### src/rtl/sdii_pkg.sv
// rtl/sdii_pkg.sv - shared defaults and helpers for the counter snapshot path
package sdii_pkg;

  localparam int DATA_WIDTH_DEF = 4;
  localparam int DEPTH_DEF      = 4;

  // level counts 0..depth inclusive, so it needs one bit more than a pointer
  function automatic int level_width(input int depth);
    return $clog2(depth) + 1;
  endfunction

endpackage

### src/rtl/count_wrap_detect.sv
// rtl/count_wrap_detect.sv - registered all-ones-to-zero wrap detector
module count_wrap_detect
  import sdii_pkg::*;
#(
  parameter int DATA_WIDTH = DATA_WIDTH_DEF
) (
  input  logic                  clk,
  input  logic                  reset,
  input  logic [DATA_WIDTH-1:0] cr_data_input,
  output logic                  wrap_pulse
);

  logic [DATA_WIDTH-1:0] prev_q, prev_d;
  logic                  wrap_q, wrap_d;

  always_comb begin
    prev_d = cr_data_input;
    wrap_d = (prev_q == {DATA_WIDTH{1'b1}}) && (cr_data_input == '0);
  end

  always_ff @(posedge clk or negedge reset) begin
    if (!reset) begin
      prev_q <= '0;
      wrap_q <= 1'b0;
    end else begin
      prev_q <= prev_d;
      wrap_q <= wrap_d;
    end
  end

  assign wrap_pulse = wrap_q;

endmodule

### src/rtl/count_snapshot_fifo.sv
// rtl/count_snapshot_fifo.sv - snapshot FIFO for counter values with overflow and wrap reporting
module count_snapshot_fifo
  import sdii_pkg::*;
#(
  parameter int DATA_WIDTH = DATA_WIDTH_DEF,
  parameter int DEPTH      = DEPTH_DEF
) (
  input  logic                          clk,
  input  logic                          reset,
  input  logic [DATA_WIDTH-1:0]         cr_data_input,
  input  logic                          cap_valid,
  output logic                          cap_ready,
  input  logic                          clear,
  output logic [DATA_WIDTH-1:0]         out_data,
  output logic                          out_valid,
  input  logic                          out_ready,
  output logic [level_width(DEPTH)-1:0] level,
  output logic                          overflow,
  output logic                          wrap_pulse
);

  localparam int PTR_W = $clog2(DEPTH);
  localparam int LVL_W = level_width(DEPTH);

  logic [DATA_WIDTH-1:0] mem_q [DEPTH];
  logic [DATA_WIDTH-1:0] mem_d [DEPTH];
  logic [PTR_W-1:0]      wr_ptr_q, wr_ptr_d;
  logic [PTR_W-1:0]      rd_ptr_q, rd_ptr_d;
  logic [LVL_W-1:0]      level_q, level_d;
  logic                  overflow_q, overflow_d;
  logic                  push, pop;

  // all handshake outputs come from registered state only
  assign cap_ready = (level_q != LVL_W'(DEPTH));
  assign out_valid = (level_q != '0);
  assign out_data  = out_valid ? mem_q[rd_ptr_q] : '0;
  assign level     = level_q;
  assign overflow  = overflow_q;

  assign push = cap_valid && cap_ready;
  assign pop  = out_valid && out_ready;

  always_comb begin
    mem_d      = mem_q;
    wr_ptr_d   = wr_ptr_q;
    rd_ptr_d   = rd_ptr_q;
    level_d    = level_q;
    overflow_d = overflow_q;
    if (clear) begin
      wr_ptr_d   = '0;
      rd_ptr_d   = '0;
      level_d    = '0;
      overflow_d = 1'b0;
    end else begin
      if (push) begin
        mem_d[wr_ptr_q] = cr_data_input;
        wr_ptr_d        = wr_ptr_q + PTR_W'(1);
      end
      if (pop) begin
        rd_ptr_d = rd_ptr_q + PTR_W'(1);
      end
      case ({push, pop})
        2'b10:   level_d = level_q + LVL_W'(1);
        2'b01:   level_d = level_q - LVL_W'(1);
        default: level_d = level_q;
      endcase
      if (cap_valid && !cap_ready) begin
        overflow_d = 1'b1;
      end
    end
  end

  always_ff @(posedge clk or negedge reset) begin
    if (!reset) begin
      for (int i = 0; i < DEPTH; i++) begin
        mem_q[i] <= '0;
      end
      wr_ptr_q   <= '0;
      rd_ptr_q   <= '0;
      level_q    <= '0;
      overflow_q <= 1'b0;
    end else begin
      mem_q      <= mem_d;
      wr_ptr_q   <= wr_ptr_d;
      rd_ptr_q   <= rd_ptr_d;
      level_q    <= level_d;
      overflow_q <= overflow_d;
    end
  end

  count_wrap_detect #(
    .DATA_WIDTH (DATA_WIDTH)
  ) u_wrap (
    .clk           (clk),
    .reset         (reset),
    .cr_data_input (cr_data_input),
    .wrap_pulse    (wrap_pulse)
  );

endmodule

### config.mk
export PLATFORM = sky130hd
export DESIGN_NAME = count_snapshot_fifo
export DESIGN_NICKNAME = d
export VERILOG_FILES = /design/src/rtl/sdii_pkg.sv /design/src/rtl/count_wrap_detect.sv /design/src/rtl/count_snapshot_fifo.sv
export SDC_FILE = /design/constraint.sdc
export NUM_CORES = 1
export LEC_CHECK = 0
export CAP_MARGIN = 20
export CORE_ASPECT_RATIO = 0.9
export CORE_UTILIZATION = 59
export CTS_CLUSTER_SIZE = 12
export DETAILED_ROUTE_END_ITERATION = 10
export PLACE_DENSITY = 0.89
export SETUP_SLACK_MARGIN = 0.02
export SYNTH_ARGS = -nofsm -noshare
export SYNTH_HDL_FRONTEND = slang
export SYNTH_SLANG_ARGS = --single-unit
### constraint.sdc
create_clock -name clk -period 3.3 [get_ports clk]
set_clock_uncertainty 0.2 [all_clocks]
set_input_delay 0.66 -clock clk [delete_from_list [all_inputs] [get_ports clk]]
set_output_delay 0.66 -clock clk [all_outputs]
set_load 0.01 [all_outputs]
* Word-level counts from Yosys, hierarchy flattened
Cells that the tools add are included.
** Operators by class
- Add/subtract/negate cells :: 4
- Order comparisons :: 3
- Equality and inequality tests :: 4
- Muxes and demuxes :: 15
- Bitwise gates (word level) :: 3
- Reduce and logical (&&, ||, !) cells :: 13
** Operators by type and width (count)
- $bwmux W16 :: 1
- $mux W4 :: 4
- $bmux W4 S2 :: 1
- $demux W4 S2 :: 1
- $mux W2 :: 4
- $ge A3 B3 Y1 const B :: 2
- $not A2 Y3 :: 2
- $pmux W3 S2 :: 1
- $reduce_bool A2 Y1 :: 3
- $reduce_bool A3 Y1 :: 2
- $logic_and A1 B1 Y1 :: 5
- $add A2 B1 Y2 const B :: 2
- $eq A4 B4 Y1 const B :: 1
- $logic_not A4 Y1 :: 1
- $add A3 B1 Y3 const B :: 1
- $lt A3 B1 Y1 const B :: 1
- $mux W3 :: 1
- $ne A3 B3 Y1 const B :: 1
- $sub A3 B1 Y3 const B :: 1
- $eq A2 B1 Y1 const B :: 1
- $eq A2 B2 Y1 const B :: 1
- $mux W1 :: 2
- $reduce_and A2 Y1 :: 1
- $logic_not A1 Y1 :: 1
- $not A1 Y1 :: 1
** Word-level totals
- Flip-flop bits (word level) :: 29
- Word-level logic and storage cells :: 52

* Depth between registers and ports, before layout
Gate-level depths: netlist of run 1.
- Depth in word-level cells :: 6
- Mapped depth :: 6

* Cells and area by module
From an unflattened synthesis of run 1, not the netlist that was laid out.
** Second synthesis, totals
- Cells, all modules :: 117
- Area, all modules :: 1512.7 sq um
** By module, submodules not included
- count_snapshot_fifo :: times used 1, cells an instance 109, area an instance 1370.1 sq um
- count_wrap_detect :: times used 1, cells an instance 8, area an instance 142.6 sq um

* Least setup slack after synthesis of run 1
OpenSTA, ideal clock, no wires.
- Path kind :: register to register
- Start point :: register level_q[0] (netlist: level[0])
- End point :: register level_q[1] (netlist: level[1])
- Library setup time :: 111 ps
- Arrival time :: 2067 ps
- Required time :: 2989 ps
- Setup slack :: 921 ps
- Stages on the path, launching flop included :: 7
- Cells stage by stage :: dfrtp_1 > buf_4 > or3_4 > and3_1 > fa_1 > a31oi_1 > a2111oi_2
** On the way
- Word-level cells in the longest chain between the ends :: 5
- Elaborated cells between the ends (all ways) :: 11
** Ends and longest elaborated chain
- start: declaration :: line count_snapshot_fifo.sv:29 : logic [LVL_W-1:0] level_q, level_d;
- start signal: assignment :: line count_snapshot_fifo.sv:86 : level_q <= level_d;
- $reduce_bool A3 Y1 (*) :: line count_snapshot_fifo.sv:35 : assign out_valid = (level_q != '0);
- via out_valid :: line count_snapshot_fifo.sv:15 : output logic out_valid,
- $logic_and A1 B1 Y1 (*) :: line count_snapshot_fifo.sv:41 : assign pop = out_valid && out_ready;
- $eq A2 B1 Y1 or $eq A2 B2 Y1 (tied branches) :: line count_snapshot_fifo.sv:62 : case ({push, pop})
- $pmux W3 S2 :: line count_snapshot_fifo.sv:62
- $mux W3 :: line count_snapshot_fifo.sv:49 : if (clear) begin
The timed path passes the listed nets; every way through them passes the cells marked *.
A chain may end at the register's enable or synchronous reset.

* Final worst setup path of run 1
- Start point :: register rd_ptr_q[0]
- End point :: output out_data[3]
** On the way
- Word-level cells in the longest chain between the ends :: 5
** Ends and longest elaborated chain
- start: declaration :: line count_snapshot_fifo.sv:28 : logic [PTR_W-1:0] rd_ptr_q, rd_ptr_d;
- start signal: assignment :: line count_snapshot_fifo.sv:85 : rd_ptr_q <= rd_ptr_d;
- $not A2 Y3 (not written as such) :: line count_snapshot_fifo.sv:36 : assign out_data = out_valid ? mem_q[rd_ptr_q] : '0;
- $bmux W4 S2 :: line count_snapshot_fifo.sv:36
- $mux W4 (not written as such) (2 in a row) :: line count_snapshot_fifo.sv:36
- $mux W4 :: line count_snapshot_fifo.sv:36
- end: declaration :: line count_snapshot_fifo.sv:14 : output logic [DATA_WIDTH-1:0] out_data,
Every way passes these cells. The select of a mux whose other input is x is not followed.

==> metrics.txt, run 1 <==
DR vias/cell=5.96; RSZ-0062 raised after global routing=false; largest net degree at the start of global routing=30; via count of the routed design=about 1k; number of warnings issued by yosys=0; Unique masters post-synth=35; HPWL after DPL=2150 um; fillers=approximately 170; Synth top cells by count=29 x dfrtp_1, 16 x mux2_4, 6 x nor2_1; # setup viols final=0; hold path depth=1; CTS Buf Count=5; startpoint types=flop; share of the synthesized area in the top cell type=around 45%; mean routed wirelength per cell=17.6 um; Area Overhead vs Synth=15.3%; mapped cell area=1620 sq um; starting density of the core=63.8%; DIE AREA=2950 sq um; sequential element share of the synthesized area=44.9%; post-layout util=between 70% and 80%; CTS tree=yes; hold-critical path endpoint=mem_q[10]$_DFFE_PN0P_; r2r endpoint=level[1]$_DFFE_PN0P_; R2R setup slack=840 ps; final WL=between 2000 and 3000 um; clock slew at reported path FFs=approximately 110 ps; number of diodes=0; Initial DRC Count=19; reg2reg path depth=5; vias in the first global route=1,032; sequential share of power=44.2%; Die X=57.2 um; clock latency on the worst-skew pair=320 ps; placer congestion estimate=0.703; Clock Tree Buf Depth=2; net switching share of the total power=32.8%; final-report max-slew violation count=0; cts hold-fix bufs=0; internal power=about 0.84 mW; # rows=17; hold violation count in the final report=0; Final Critical Period=~3000 ps; Synthesized Nets=134; LEAKAGE=0.821 nW; FF-to-FF Start=level[0]$_DFFE_PN0P_; I/O pin count=20; Main synth FF type=dfrtp_1; Clock Tree Root=clkbuf_4; Total GRT Usage=24.4%; slew margin rel.=64.3%; Power Density=675 nW/um^2; asr flop ratio synth=100%; most area-consuming cells after synthesis=dfrtp_1 45%, mux2_4 15%, mux4_2 5.6%, nand3_4 4.3%, ha_1 3.1%; layout cells sized above 1=between 20% and 30%; Seq cells post-synth=29; clock sink count=29; hold wc startpoint=mem_q[10]$_DFFE_PN0P_; Clock power frac=16.6%; setup tns final=0 ps; max_cap viols=0; Core Box Area=between 2000 and 3000 sq um; WS Path Type=reg2out; gr ovfl total=0; Post-synth EDFFs=0; syn avg cell area=around 13 sq um; Multi-input gate area=816 sq um; sequential cell area=approximately 730 sq um; net load switching power=0.413 mW; Final Cycle Share=around nine tenths; Port Buffers=19; Critical Path RT=2440 ps; Die H=51.6 um; status=complete, no violations; CP Capture Type=output port; Detail Route Antenna Nets=0; Max IR drop VDD=0.410 mV; Fmax=about 340 MHz; first-pass GRT wire length=5150 um; post-synthesis cell count=120; count leader, synth=dfrtp_1; WP data arrival=2100 ps; Pre-antenna DRT Iters=5; worst-margin pin slew=around 540 ps; Worst Hold Class=reg2reg; number of antenna violations at the first check in global routing=0; Pwr Total=1.26 mW; # Post-CTS Setup Buffers=0; nets@finish=155; part of the power in combinational logic=just under 40%; DRC=0; # H-tree levels=2; Synth area leader=dfrtp_1; post-cts sizing count=0; Crit Path Max Fanout=6
## placed cells by master (no fill, tap or decap), types with 2 or more instances in the layout
cell,instances
clkdlybuf4s50_1,19
nand2b_1,3
o22ai_1,2
and2_1,5
clkbuf_4,5
a2111oi_2,2
xor2_1,3
mux4_2,4
nor2_1,6
nand3_4,4
dfrtp_1,29
inv_1,5
a21oi_1,5
mux2_4,16
nand3b_1,2
buf_4,2
clkinv_2,2
ha_1,4
nand3_1,3
o21ai_0,4
## state kept, by name, indices dropped and copies added, names as in the netlist
signal             cells
overflow               1
rd_ptr_q               2
wr_ptr_q               2
mem_q                 16
u_wrap.prev_q          4
level                  3
u_wrap.wrap_pulse      1
## worst max-delay path: stages, from the launching register on
cell	delay (ps)
dfrtp_1	580
mux4_2	550
and2_1	170
clkdlybuf4s50_1	470
## area by class of cell
cell class	instances	share of cell area, %
Sequential cell	29	39.0
Clock inverter	3	0.941
Tap cell	28	1.88
Inverter	6	1.34
Multi-Input combinational cell	78	43.8
Timing Repair Buffer	21	11.0
Clock buffer	5	2.02
## metal layers
metal	up-vias	track usage (%)	part of all wire [%]
met1	507	34.0	45
met4	0	8.94	0.90
met3	5	5.72	4.5
met2	25	37.6	49
met5	-	0	0
li1	476	-	-
## stage by stage
stage / cells / instance area [sq um] / hold slack [ps] / setup slack (ps)
after floorplan: 120 / 1620 / 164 / 921
after global placement: 162 / 1810 / 278 / 617
after detailed placement: 162 / 1810 / 293 / 540
after CTS: 170 / 1860 / 313 / 313
after global routing: 170 / 1860 / 329 / 265
final: 170 / 1860 / 311 / 345
## kinds of logic after synthesis
kind of cell | after synthesis | synth area share, %
simple gates | 30 | 15.1
flops | 29 | 44.9
compound gates | 20 | 8.99
mux | 20 | 20.4
buf+inv | 13 | 4.57
fa+ha+maj | 5 | 4.34
xor+xnor | 3 | 1.63
## how the worst max path moves through the flow
stage / slack [ps] / startpoint / to
floorplan: 920 / level[0]$_DFFE_PN0P_ / level[1]$_DFFE_PN0P_
global placement: 620 / out_ready / level[1]$_DFFE_PN0P_
detailed placement: 540 / out_ready / level[1]$_DFFE_PN0P_
CTS: 310 / rd_ptr_q[0]$_DFFE_PN0P_ / out_data[3]
global route: 270 / rd_ptr_q[0]$_DFFE_PN0P_ / out_data[3]
finish: 340 / rd_ptr_q[0]$_DFFE_PN0P_ / out_data[3]
## power groups by stage
stage / Combinational (mW) / Clock (mW) / Sequential, mW
after global routing: 0.537 / 0.230 / 0.572
after global placement: 0.477 / 0 / 0.548
final: 0.493 / 0.209 / 0.556
after detailed placement: 0.495 / 0 / 0.563
after CTS: 0.497 / 0.212 / 0.556
after floorplan: 0.386 / 0 / 0.507
Power figures use the tool's default switching activity.
==> inputs of run 2 (changes only) <==
GPL_TIMING_DRIVEN = 0   (was not set)
==> metrics.txt, run 2 (synthesis results as in run 1) <==
clock sink count=29 (unchanged); # H-tree levels=2 (unchanged); placer congestion estimate=0.782 (+11%); Worst Hold Class=reg2reg; commonest non-fill, non-tap cell in the layout=dfrtp_1; Clock power frac=16.1% (-0.5 points); reg2reg path depth=6 (+1); first-pass GRT wire length=5600 um (+8.7%); dpl cells=167 (+3.1%); final-report max-slew violation count=0 (unchanged); post-cts sizing count=0 (unchanged); hold wc startpoint=mem_q[6]$_DFFE_PN0P_; fillers=174 (+4.2%); Final Critical Period=2930 ps (-29.9 ps); number of antenna violations at the first check in global routing=0 (unchanged); Cell Chain, Critical Path=buf_4 -> or3_4 -> and2_1 -> clkdlybuf4s50_1; Detail Route Antenna Nets=0 (unchanged); startpoint types=flop; hold violation count in the final report=0 (unchanged); largest net degree at the start of global routing=19 (-37%); Critical Path RT=2440 ps (about the same); number of diodes=0 (unchanged); RSZ-0062 raised after global routing=false; net load switching power=0.424 mW (+2.8%); final WL=3200 um (+6.6%); buffers and inverters on the worst path=2 (+1); WS Path Type=reg2out; part of the power in combinational logic=43.6% (+4.4 points); DRC=0 (unchanged); Power Density=676 nW/um^2 (about the same); Crit Path Max Fanout=10 (+4); FF-to-FF Start=level[0]$_DFFE_PN0P_; Area Overhead vs Synth=18.2%; DR vias/cell=6.01 (+0.79%); Clock Tree Buf Depth=2 (unchanged); Fmax=342 MHz (+1.0%); Die H=51.6 um (unchanged); Total GRT Usage=27.0% (+2.5 points); r2r endpoint=level[1]$_DFFE_PN0P_; nets@finish=160 (+3.2%); Clock Tree Root=clkbuf_4; worst-margin pin slew=680 ps (+144 ps); Port Buffers=18 (-1); commonest cells after routing, fill and taps aside=29 x dfrtp_1, 18 x clkdlybuf4s50_1, 16 x mux2_4; Die X=57.2 um (unchanged); CTS Buf Count=5 (unchanged); CTS tree=yes; Core Box Area=2530 sq um (unchanged); CP Capture Type=output port; LEAKAGE=0.856 nW (+4.3%); cts hold-fix bufs=0 (unchanged); HPWL after DPL=2390 um (+11%); status=complete, no violations; Max IR drop VDD=0.371 mV (-9.4%); slew margin rel.=54.5% (-9.7 points); internal power=0.866 mW (+2.6%); I/O pin count=20 (unchanged); layout cells sized above 1=31.3% (+2.4 points); setup tns final=0 ps (unchanged); Pre-antenna DRT Iters=4 (-1); DIE AREA=2950 sq um (unchanged); starting density of the core=63.8% (unchanged); max reg flops=16 (unchanged); # rows=17 (unchanged); hold-critical path endpoint=mem_q[6]$_DFFE_PN0P_; max_cap viols=0 (unchanged); mean routed wirelength per cell=18.3 um (+3.6%); vias in the first global route=1,100 (+6.6%); Slowest Stage Delay on Critical Path=480 ps (-100 ps); Initial DRC Count=19 (unchanged); net switching share of the total power=32.9% (+0.048 points); Top reg by flops=mem_q; delay-heaviest family, CP=buffers and inverters; clock latency on the worst-skew pair=330 ps (about the same); R2R setup slack=790 ps (-50 ps); non-filler instance count after layout=175 (+2.9%); gr ovfl total=0 (unchanged); sequential share of power=40.2% (-4.0 points); via count of the routed design=1,051 (+3.8%); # setup viols final=0 (unchanged); clock slew at reported path FFs=90 ps (-20 ps); # Post-CTS Setup Buffers=0 (unchanged); Final Cycle Share=88.7% (-0.91 points); WP data arrival=2070 ps (-30 ps); hold path depth=1 (unchanged); CP max stage cell=dfrtp_1
## run 2: changes by cell type in the layout (fill, tap and decap cells not counted), sizes merged
| cell | before | now |
|---|---|---|
| clkbuf | 5 | 6 |
| clkdlybuf4s50 | 19 | 18 |
| clkinvlp | 1 | 0 |
| buf | 2 | 8 |
## run 2: per-layer routing
layer / track usage [%] / share of wire [%] / routed length (um) / up-vias
met5: 0 / 0 / 0 / -
met4: 11.0 / 1.7 / 55 / 0
met3: 6.72 / 4.3 / 138 / 8
met2: 41.0 / 48 / 1530 / 31
met1: 37.5 / 46 / 1470 / 520
li1: - / - / - / 492
## run 2: area by class of cell
type | instances | area, sq um | area share [%]
clock buffers | 6 | 41.3 | 2.16
flip-flops and latches | 29 | 726 | 38.0
inverters | 6 | 25.0 | 1.31
clock inverters | 2 | 10.0 | 0.524
repair buffers | 19 | 208 | 10.9
plain buffers | 7 | 48.8 | 2.56
well taps | 28 | 35.0 | 1.83
multi-input cells | 78 | 816 | 42.7
## run 2: how the worst max path moves through the flow
| stage | start | to | slack [ps] | depth (start not counted) |
|---|---|---|---|---|
| 5_1_grt | rd_ptr_q[0]$_DFFE_PN0P_ | out_data[2] | 260 | 4 |
| 3_5_place_dp | cap_valid | level[1]$_DFFE_PN0P_ | 290 | 7 |
| 3_3_place_gp | cap_valid | level[1]$_DFFE_PN0P_ | 370 | 7 |
| 2_1_floorplan | level[0]$_DFFE_PN0P_ | level[1]$_DFFE_PN0P_ | 920 | 6 |
| 6_report | level[0]$_DFFE_PN0P_ | out_data[3] | 370 | 4 |
| 4_1_cts | rd_ptr_q[0]$_DFFE_PN0P_ | out_data[3] | 370 | 4 |
## run 2: per-stage QoR
step                      total power [mW]  cell area (sq um)  hold WS (ps)  utilization (%)  setup WS, ps
after global placement                1.05               1830           281             72.3           367
after detailed placement              1.09               1860           289             73.4           291
after CTS                             1.30               1910           314             75.4           371
after global routing                  1.37               1910           342             75.4           263
after floorplan                      0.893               1620           164                -           921
final                                 1.29               1910           311             75.4           374
## run 2: worst reg2reg max path: stages, from the launching register on
cell,delay [ps]
dfrtp_1,480
buf_4,210
or3_4,420
and3_1,190
fa_1,490
a31oi_1,60
a2111oi_2,350
## run 2: power groups by stage
stage | clock (mW) | sequential (mW) | combinational, mW
finish | 0.208 | 0.519 | 0.563
global route | 0.226 | 0.532 | 0.611
CTS | 0.212 | 0.520 | 0.565
detailed placement | 0 | 0.526 | 0.563
global placement | 0 | 0.513 | 0.537
floorplan | 0 | 0.507 | 0.386
==> inputs of run 3 (changes only) <==
CORE_UTILIZATION = 54   (was 59)
PLACE_DENSITY = 0.83   (was 0.89)
clock period = 2.7 ns   (was 3.3 ns; I/O delays follow)
==> metrics.txt, run 3 (synthesis results as in run 1) <==
status=complete, no violations; Top reg by flops=mem_q; starting density of the core=57.8% (-6.0 points); hold wc startpoint=clear; number of diodes=0 (unchanged); WHS=271 ps (-39.5 ps); clock slew at reported path FFs=90 ps (about the same); FF-to-FF Start=level[0]$_DFFE_PN0P_; commonest cells after routing, fill and taps aside=28 x dfrtp_1, 16 x mux2_4, 14 x clkdlybuf4s50_1; sequential share of power=39.7% (-0.5 points); CP max stage cell=clkdlybuf4s50_1; clock latency on the worst-skew pair=330 ps (about the same); CTS tree=yes; Fmax=between 300 and 400 MHz; net switching share of the total power=32.0% (-0.89 points); placer congestion estimate=0.743 (-4.9%); CTS Buf Count=5 (unchanged); Max IR drop VDD=0.449 mV (+21%); Slowest Stage Delay on Critical Path=500 ps (+20 ps); DR vias/cell=5.47 (-9.0%); Total GRT Usage=23.7% (-3.2 points); layout cells sized above 1=32.4% (+1.1 points); part of the power in combinational logic=43.3% (-0.3 points); DRC=0 (unchanged); Worst Hold Class=in2reg; Critical Path RT=1960 ps (-480 ps); Final Cycle Share=96.0%; Detail Route Antenna Nets=0 (unchanged); final WL=3240 um (+1.4%); final-report max-slew violation count=0 (unchanged); gr ovfl total=0 (unchanged); I/O pin count=20 (unchanged); Initial DRC Count=42 (+23); # setup viols final=0 (unchanged); Area Overhead vs Synth=20.2%; largest net degree at the start of global routing=18 (-1); # rows=18 (+1); net load switching power=0.505 mW (+19%); post-layout util=69.5% (-5.9 points); Crit Path Max Fanout=8 (-2); Final Critical Period=2590 ps; # H-tree levels=2 (unchanged); Die H=53.9 um (+4.3%); startpoint types=flop; Clock Tree Root=clkbuf_4; Pre-antenna DRT Iters=4 (unchanged); first-pass GRT wire length=5330 um (-4.9%); vias in the first global route=1,096 (-0.36%); Port Buffers=18 (unchanged); worst-margin pin slew=692 ps (+12.0 ps); hold violation count in the final report=0 (unchanged); HPWL after DPL=2310 um (-3.0%); mean routed wirelength per cell=17.2 um (-5.6%); Power Density=812 nW/um^2 (+20%); via count of the routed design=1,028 (-2.2%); sequential cell area=727 sq um (+0.17%); setup tns final=0 ps (unchanged); slew margin rel.=53.7% (-0.80 points); Pwr Total=1.58 mW (+22%); DIE AREA=3210 sq um (+8.9%); number of antenna violations at the first check in global routing=0 (unchanged); RSZ-0062 raised after global routing=false; fillers=218 (+25%); Cell Chain, Critical Path=buf_4 -> nor3b_4 -> inv_4 -> clkdlybuf4s50_1; LEAKAGE=0.879 nW (+2.7%); WS Path Type=reg2out; clock sink count=29 (unchanged); Core Box Area=2790 sq um (+10%); Multi-input gate area=816 sq um (unchanged); WP data arrival=1850 ps (-220 ps); internal power=1.07 mW (+24%); Setup crit start=level[0]$_DFFE_PN0P_; max reg flops=16 (unchanged); commonest non-fill, non-tap cell in the layout=dfrtp_1; Clock Tree Buf Depth=2 (unchanged); max_cap viols=0 (unchanged); Die X=59.7 um (+4.4%); Setup WS pre-CTS=-154 ps (-445 ps); CP Capture Type=output port; nets@finish=162 (+1.3%); Worst Slack Setup Final=109 ps (-265 ps); Clock power frac=17.0% (+0.9 points)
-- run 3: critical path: cells and delay by family (launching register included) --
family                 cells  cell delay, ps
and+or+nand+nor            1             290
DFF                        1             420
buffers and inverters      3             800
-- run 3: path summary, 6_finish.rpt --
kind | to | slack [ps] | depth (start not counted)
max | cap_ready | 110 | 4
min | wr_ptr_q[1]$_DFFE_PN0P_ | 270 | 2
min in group asynchronous | mem_q[8]$_DFFE_PN0P_ | 420 | 1
min reg2reg | overflow$_DFFE_PN0P_ | 310 | 2
max in group asynchronous | level[0]$_DFFE_PN0P_ | 1340 | 2
max reg2reg | level[1]$_DFFE_PN0P_ | 310 | 6
-- run 3: final cells by class --
cell class | instances | area share, %
plain buffers | 7 | 2.64
clock buffers | 7 | 2.84
inverters | 6 | 1.29
multi-input cells | 78 | 42.0
flip-flops and latches | 29 | 37.4
well taps | 40 | 2.58
repair buffers | 21 | 11.2
-- run 3: power by group through the flow --
stage / Clock (mW) / Combinational, mW / Sequential [mW]
floorplan: 0 / 0.472 / 0.620
global placement: 0 / 0.659 / 0.628
detailed placement: 0 / 0.685 / 0.640
CTS: 0.274 / 0.688 / 0.625
global route: 0.297 / 0.743 / 0.638
finish: 0.268 / 0.683 / 0.627
-- run 3: per-layer routing --
metal	GRT usage, %	wire [um]
met1	30.6	1460
met2	38.1	1650
met3	8.65	102
met4	5.81	23
met5	0	0
-- run 3: repair_timing --
action	4_1_cts	5_1_grt
hold buffers	0	0
endpoints found under the setup margin	5	0
setup buffers	2	0
hold endpoints to repair	0	0
gates resized for setup	6	0
-- run 3: metrics by stage --
stage / instances / area [sq um]
6_report: 188 / 1940
4_1_cts: 188 / 1940
5_1_grt: 188 / 1940
3_5_place_dp: 179 / 1870
3_3_place_gp: 178 / 1850
2_1_floorplan: 120 / 1620
